<file path="src/rtl/arb_pkg.sv">
// Shared definitions for the memory-bus arbiter and its round-robin picker:
// state encoding and default sizing.
package arb_pkg;

  localparam logic [1:0] ARB_IDLE  = 2'd0;
  localparam logic [1:0] ARB_GRANT = 2'd1;
  localparam logic [1:0] ARB_TURN  = 2'd2;

  localparam int DEFAULT_NREQ     = 4;
  localparam int DEFAULT_MAX_HOLD = 16;

  typedef enum logic [1:0] {
    ST_IDLE  = ARB_IDLE,
    ST_GRANT = ARB_GRANT,
    ST_TURN  = ARB_TURN
  } arb_state_e;

endpackage

</file>
<file path="src/rtl/rr_picker.sv">
// Combinational round-robin picker: returns the first set request bit found
// scanning circularly from i_ptr+1, plus a valid flag when any bit is set.
module rr_picker #(
  parameter int NREQ = 4,
  localparam int W   = $clog2(NREQ)
) (
  input  logic [NREQ-1:0] i_req,
  input  logic [W-1:0]    i_ptr,
  output logic [W-1:0]    o_winner,
  output logic            o_valid
);

  logic [W-1:0] w_idx;

  // Scan from farthest to nearest so the nearest set request is written last.
  always_comb begin
    o_winner = '0;
    w_idx    = '0;
    for (int i = NREQ; i >= 1; i--) begin
      w_idx = W'((int'(i_ptr) + i) % NREQ);
      if (i_req[w_idx]) begin
        o_winner = w_idx;
      end else begin
        o_winner = o_winner;
      end
    end
  end

  assign o_valid = |i_req;

endmodule

</file>
<file path="src/rtl/mem_bus_arbiter.sv">
// Round-robin owner-holds arbiter for the shared DataMemory bus, with a
// one-cycle turnaround between owners. Define ARB_TIMEOUT_EN to add forced
// revocation after MAX_HOLD grant cycles when another master is waiting.
module mem_bus_arbiter
  import arb_pkg::*;
#(
  parameter int NREQ     = DEFAULT_NREQ,
  parameter int MAX_HOLD = DEFAULT_MAX_HOLD,
  localparam int W       = $clog2(NREQ)
) (
  input  logic            Clk,
  input  logic            Rst,
  input  logic [NREQ-1:0] req,
  output logic [NREQ-1:0] grt,
  output logic [W-1:0]    owner,
  output logic            busy,
  output logic            timeout_evt
);

  arb_state_e      r_state, w_state;
  logic [NREQ-1:0] r_grt, w_grt;
  logic [W-1:0]    r_owner, w_owner;
  logic [W-1:0]    r_ptr, w_ptr;
  logic            r_busy;
  logic [W-1:0]    w_winner;
  logic            w_valid;
  logic [NREQ-1:0] w_onehot;

`ifdef ARB_TIMEOUT_EN
  localparam int HW = $clog2(MAX_HOLD);
  localparam logic [HW-1:0] HOLD_MAX = HW'(MAX_HOLD - 1);
  logic [HW-1:0] r_hold, w_hold;
  logic          r_tevt, w_tevt;
`endif

  rr_picker #(.NREQ(NREQ)) u_picker (
    .i_req    (req),
    .i_ptr    (r_ptr),
    .o_winner (w_winner),
    .o_valid  (w_valid)
  );

  assign w_onehot = {{(NREQ-1){1'b0}}, 1'b1} << w_winner;

  // Next-state, grant and pointer decisions.
  always_comb begin
    w_state = r_state;
    w_grt   = r_grt;
    w_owner = r_owner;
    w_ptr   = r_ptr;
`ifdef ARB_TIMEOUT_EN
    w_hold  = r_hold;
    w_tevt  = 1'b0;
`endif
    case (r_state)
      ST_IDLE, ST_TURN: begin
        if (w_valid) begin
          w_grt   = w_onehot;
          w_owner = w_winner;
          w_ptr   = w_winner;
          w_state = ST_GRANT;
`ifdef ARB_TIMEOUT_EN
          w_hold  = '0;
`endif
        end else begin
          w_grt   = '0;
          w_state = ST_IDLE;
        end
      end
      ST_GRANT: begin
        if (!req[r_owner]) begin
          w_grt   = '0;
          w_state = ST_TURN;
        end
`ifdef ARB_TIMEOUT_EN
        // Revoke only when someone else is actually waiting for the bus.
        else if ((r_hold == HOLD_MAX) && ((req & ~r_grt) != '0)) begin
          w_grt   = '0;
          w_tevt  = 1'b1;
          w_state = ST_TURN;
        end else begin
          w_state = ST_GRANT;
          if (r_hold != HOLD_MAX) begin
            w_hold = r_hold + HW'(1);
          end else begin
            w_hold = r_hold;
          end
        end
`else
        else begin
          w_state = ST_GRANT;
        end
`endif
      end
      default: begin
        w_grt   = '0;
        w_state = ST_IDLE;
      end
    endcase
  end

  // State and output registers; reset drops the grant immediately.
  always_ff @(posedge Clk or posedge Rst) begin
    if (Rst) begin
      r_state <= ST_IDLE;
      r_grt   <= '0;
      r_owner <= '0;
      r_ptr   <= W'(NREQ - 1);
      r_busy  <= 1'b0;
`ifdef ARB_TIMEOUT_EN
      r_hold  <= '0;
      r_tevt  <= 1'b0;
`endif
    end else begin
      r_state <= w_state;
      r_grt   <= w_grt;
      r_owner <= w_owner;
      r_ptr   <= w_ptr;
      r_busy  <= |w_grt;
`ifdef ARB_TIMEOUT_EN
      r_hold  <= w_hold;
      r_tevt  <= w_tevt;
`endif
    end
  end

  assign grt   = r_grt;
  assign owner = r_owner;
  assign busy  = r_busy;
`ifdef ARB_TIMEOUT_EN
  assign timeout_evt = r_tevt;
`else
  assign timeout_evt = 1'b0;
`endif

endmodule

</file>
<file path="config.mk">
export PLATFORM = sky130hd
export DESIGN_NAME = mem_bus_arbiter
export DESIGN_NICKNAME = d
export VERILOG_FILES = /design/src/rtl/arb_pkg.sv /design/src/rtl/rr_picker.sv /design/src/rtl/mem_bus_arbiter.sv
export SDC_FILE = /design/constraint.sdc
export NUM_CORES = 1
export LEC_CHECK = 0
export CAP_MARGIN = 15
export CORE_MARGIN = 4
export CORE_UTILIZATION = 40
export DETAILED_ROUTE_END_ITERATION = 12
export PLACE_DENSITY = 0.72
export SKIP_CTS_REPAIR_TIMING = 1
export SYNTH_ARGS = -nofsm -noshare
export SYNTH_HDL_FRONTEND = slang
export SYNTH_SLANG_ARGS = --single-unit
</file>
<file path="constraint.sdc">
create_clock -name Clk -period 1.7 [get_ports Clk]
set_clock_uncertainty 0.15 [all_clocks]
set_input_delay 0.255 -clock Clk [delete_from_list [all_inputs] [get_ports Clk]]
set_output_delay 0.255 -clock Clk [all_outputs]
set_load 0.005 [all_outputs]
</file>
Word level (Yosys, flattened, before mapping):

Cells that the tools add are included.

* logic and storage cells: 42
* latch bits: 0
* bits in read-only memories: 0
* input port bits: 6
* output and inout bits: 8
* bits in writable memories: 0
* memories kept: 0
* bits in registers: 11

* equality and inequality tests: 2
* reductions and logical operators: 5
* multiplexer cells: 20
* divide/modulo/power cells: 0
* bitwise gates (word level): 0
* $mul: 0
* $lt $le $gt $ge: 5
* shift operators: 1
* $add $sub $neg: 4

Operator list (count)
* $lt 2x3->1 const B: 5
* $bmux 1 s2: 5
* $mux 2: 5
* $mux 4: 2
* $pmux 4 s2: 1
* $reduce_or 4->1: 2
* $mux 1: 6
* $add 2x1->2 const B: 2
* $add 2x2->2 const B: 2
* $pmux 2 s2: 1
* $shl 1x2->4 const A: 1
* $eq 2x1->1 const B: 1
* $eq 2x2->1 const B: 1
* $logic_not 2->1: 1
* $reduce_and 2->1: 1
* $reduce_or 2->1: 1

Depth between registers and ports, before layout:

Gate-level depths: netlist (run 1).

* depth after elaboration: 11
* gate-level depth with buffers: 4

By module:

A second synthesis (run 1) with hierarchy kept.

* cell total of the unflattened synthesis: 59
* area total of the unflattened synthesis: 581.8 um2

Modules (own cells, without submodules)
* mem_bus_arbiter: sequential area each 277.8 um2, area an instance 490.5 um2, instances 1, cells an instance 45
* rr_picker: sequential area each 0.0 um2, area an instance 91.3 um2, instances 1, cells an instance 14

Worst setup path after synthesis (run 1):

Ideal clock, no wire load.

* path type: register -> register
* start: reg r_owner[1] (netlist: owner[1])
* end: reg r_grt[1] (netlist: grt[1])
* data required time: 1.428 ns
* stages on the path, launching flop included: 5
* path buffers: 0
* path slack: 0.068 ns
* period minus slack after synthesis: 1.632 ns
* data arrival time: 1.361 ns
* cell sequence: dfrtp_1 > mux4_2 > nor2b_4 > and2_4 > a32o_1

* longest elaborated chain between the ends: 4

RTL lines
* start: declaration: RTL line mem_bus_arbiter.sv:22 `logic [W-1:0] r_owner, w_owner;`
* start signal: assignment: RTL line mem_bus_arbiter.sv:117 `r_owner <= w_owner;`
* $bmux 1 s2: RTL line mem_bus_arbiter.sv:71 `if (!req[r_owner]) begin`
* $mux 1 (implied by the code): RTL line mem_bus_arbiter.sv:71
* $mux 4: RTL line mem_bus_arbiter.sv:71
* $pmux 4 s2: RTL line mem_bus_arbiter.sv:55 `case (r_state)`
* named net w_grt[1]: RTL line mem_bus_arbiter.sv:21 `logic [NREQ-1:0] r_grt, w_grt;`
* end signal: assignment: RTL line mem_bus_arbiter.sv:116 `r_grt <= w_grt;`
* end: declaration: RTL line mem_bus_arbiter.sv:21

The timed path passes the listed nets, and every way through them passes these cells. The select of a mux whose other input is x is not followed.
A chain may end at the register's enable or synchronous reset.

Worst setup path in the final report (run 1):

Ends and elaborated chain as after synthesis.

==> results.sh, run 1 <==
export IMPL_final_cell_mix="clkdlybuf4s50_1 (12), buf_4 (10), dfrtp_1 (9)"
export IMPL_dp_cells=80
export IMPL_drv_cap=0
export IMPL_diodes=0
export IMPL_die_w_um=44.8
export IMPL_mappedNetlistArea_um2=543
export IMPL_drive_above_1_share_pct=31.9
export IMPL_antenna_found_initial=0
export IMPL_violations="setup timing"
export IMPL_routed_wl_um=1130
export IMPL_ys_ff_latch=11
export IMPL_vias_per_cell=5.10
export IMPL_fill_cells=111
export IMPL_mostFrequentLayoutCell="clkdlybuf4s50_1"
export IMPL_regArea_um2=278
export IMPL_setup_viol=1
export IMPL_critPathKind="register to register"
export IMPL_grt_overflow=0
export IMPL_critPathLaunch="owner[1]$_DFFE_PP0P_"
export IMPL_drt_iter0_markers=9
export IMPL_report_final_slew_viol_count=0
export IMPL_start_util_pct=42.3
export IMPL_grt_pass1_vias=442
export IMPL_clk_path_buf_depth=2
export IMPL_cp_max_fo=3
export IMPL_grt_pass1_wl_um=1920
export IMPL_coreArea_um2=1280
export IMPL_timing_fmax_mhz=584
export IMPL_timing_rr_start="owner[1]$_DFFE_PP0P_"
export IMPL_crit_path_start_kind="register"
export IMPL_power_mw=1.38
export IMPL_ir_drop_v=0.00111
export IMPL_fp_dieH_um=44.8
export IMPL_drt_first_pass_iters=3
export IMPL_crit_path_end_kind="register"
export IMPL_fin_crit_sh_pct=101
export IMPL_crit_required_ns=1.70
export IMPL_num_rows=13
export IMPL_drc=0
export IMPL_p_per_area_nw_per_um2=1760
export IMPL_cts_buffers=3
export IMPL_postSynthNetCount=53
export IMPL_ant_nets=0
export IMPL_grtUsageTotal_pct=13.7
export IMPL_yosysSeqAreaShare_pct=51.2
export IMPL_nNetsFinal=79
export IMPL_clk_pin_slew_ns=0.07
export IMPL_num_vias=444
export IMPL_period_needed_ns=1.71
export IMPL_syn_to_final_growth_pct=44.2
export IMPL_multi_input_area_um2=258
export IMPL_htreeDepth=1
export IMPL_status="finished, violations left"
export IMPL_hp_class="input port to async pin"
export IMPL_cts_sinks=11
export IMPL_power_leakage_nw=0.357
export IMPL_fin_ws_ns=-0.0111
export IMPL_synthCells=47
export IMPL_wl_per_cell_um=13.0
export IMPL_synthDistinctLibCells=27
export IMPL_yosysWarnings=0
export IMPL_clockRootBuffer="clkbuf_4"
export IMPL_dieArea_um2=2010
export IMPL_clkLatencyLatePin_ns=0.27
export IMPL_num_io_pins=14
export IMPL_synth_area_per_cell_um2=11.6
export IMPL_place_ws_ns=-0.273
export IMPL_gp_congestion=0.831
export IMPL_place_hpwl_um=872
export IMPL_grt_max_degree=12
export IMPL_port_buffers=12
export IMPL_cts_tree="done"
export IMPL_worstPathArrival_ns=1.71
export IMPL_rsz0062_at_grt="true"
export IMPL_instances_no_fill=87
export IMPL_hold_viol=0
==> final timing paths <==
kind	to	slack, ns	cells after the start
worst max-delay path	grt[1]$_DFF_PP0_	-0.01	4
worst min-delay path	owner[1]$_DFFE_PP0P_	0.11	2
worst max register to register	grt[1]$_DFF_PP0_	-0.01	4
worst min register to register	r_state[1]$_DFF_PP0_	0.34	1
max in group asynchronous	r_ptr[0]$_DFFE_PP1P_	0.96	2
min in group Clk	r_state[1]$_DFF_PP0_	0.34	1
==> layer usage <==
layer | global-route usage, % | routed length (um) | vias to the layer above
met5 | 0 | 0 | -
met4 | 8.77 | 10 | 0
met3 | 4.78 | 77 | 2
met2 | 20.9 | 532 | 12
met1 | 16.4 | 511 | 212
li1 | - | - | 218
==> final cells by class <==
cell class	count	share of cell area [%]
clock buffer	4	3.35
tap	15	2.40
sequential	11	35.5
inverter	2	0.958
timing repair buffer	22	24.9
multi-input combinational	33	32.9
==> worst max-delay path, stage by stage (launching register included) <==
cell,delay [ns]
dfrtp_1,0.40
mux4_2,0.54
nor2b_4,0.15
and2_4,0.16
a32o_1,0.20
==> stage by stage <==
| step | util, % | TNS [ns] | hold WS, ns | cell area (um^2) |
|---|---|---|---|---|
| 2_1_floorplan | - | 0 | -0.0440 | 543 |
| 3_3_place_gp | 56.6 | -1.22 | 0.333 | 727 |
| 3_5_place_dp | 56.6 | -1.41 | 0.336 | 727 |
| 4_1_cts | 58.6 | -0.0751 | 0.124 | 753 |
| 5_1_grt | 61.0 | -0.153 | 0.139 | 783 |
| 6_report | 61.0 | -0.0111 | 0.113 | 783 |
==> report_power, final <==
part / internal [mW] / switching, mW
combinational: 0.443 / 0.235
clock: 0.0907 / 0.0842
sequential: 0.406 / 0.122
==> kinds of logic after synthesis <==
| family | after synthesis | synth area share (%) |
|---|---|---|
| other cells | 1 | 0.691 |
| compound gates | 13 | 18.4 |
| simple gates | 15 | 16.8 |
| mux | 4 | 10.1 |
| buf+inv | 3 | 2.77 |
| flops | 11 | 51.2 |
==> cell usage after synthesis <==
library cell  count  share of area (%)
a21o_1            3                4.1
a21o_2            1                1.6
a21oi_1           2                1.8
a22o_1            1                1.6
a31o_2            1                1.6
a32o_1            1                1.8
and2_4            1                1.6
buf_4             1                1.4
conb_1            1               0.69
dfrtp_1           9                 41
dfstp_2           2                9.7
inv_1             2                1.4
mux2_2            2                4.1
mux2i_1           1                1.8
mux4_2            1                4.1
nand2_1           3                2.1
nand2b_1          3                3.5
nand3b_1          1                1.4
nor2_1            3                2.1
nor2b_1           1                1.2
nor2b_4           1                2.5
nor3b_1           1                1.4
nor4_1            1                1.2
o21ai_0           1               0.92
o221ai_1          1                1.6
o2bb2ai_1         1                1.6
o32ai_1           1                1.6
==> sequential cells by signal, summed over array words and instances (netlist names) <==
name and cells:
r_state 2, r_ptr 2, owner 2, busy 1, grt 4
(Power assumes the default switching activity.)
==> inputs of run 2 (changes only) <==
--- a/config.mk
+++ b/config.mk
@@ -14,3 +14,4 @@
 export SYNTH_ARGS = -nofsm -noshare
 export SYNTH_HDL_FRONTEND = slang
 export SYNTH_SLANG_ARGS = --single-unit
+export TNS_END_PERCENT = 1
==> results of run 2 <==
No change in the layout: final DEF, timing and power equal those of run 1.
==> inputs of run 3 (changes only) <==
--- a/config.mk
+++ b/config.mk
@@ -11,6 +11,7 @@
 export DETAILED_ROUTE_END_ITERATION = 12
 export PLACE_DENSITY = 0.72
 export SKIP_CTS_REPAIR_TIMING = 1
+export SLEW_MARGIN = 25
 export SYNTH_ARGS = -nofsm -noshare
 export SYNTH_HDL_FRONTEND = slang
 export SYNTH_SLANG_ARGS = --single-unit
==> results of run 3 <==
No change in the layout: final DEF, timing and power equal those of run 1.
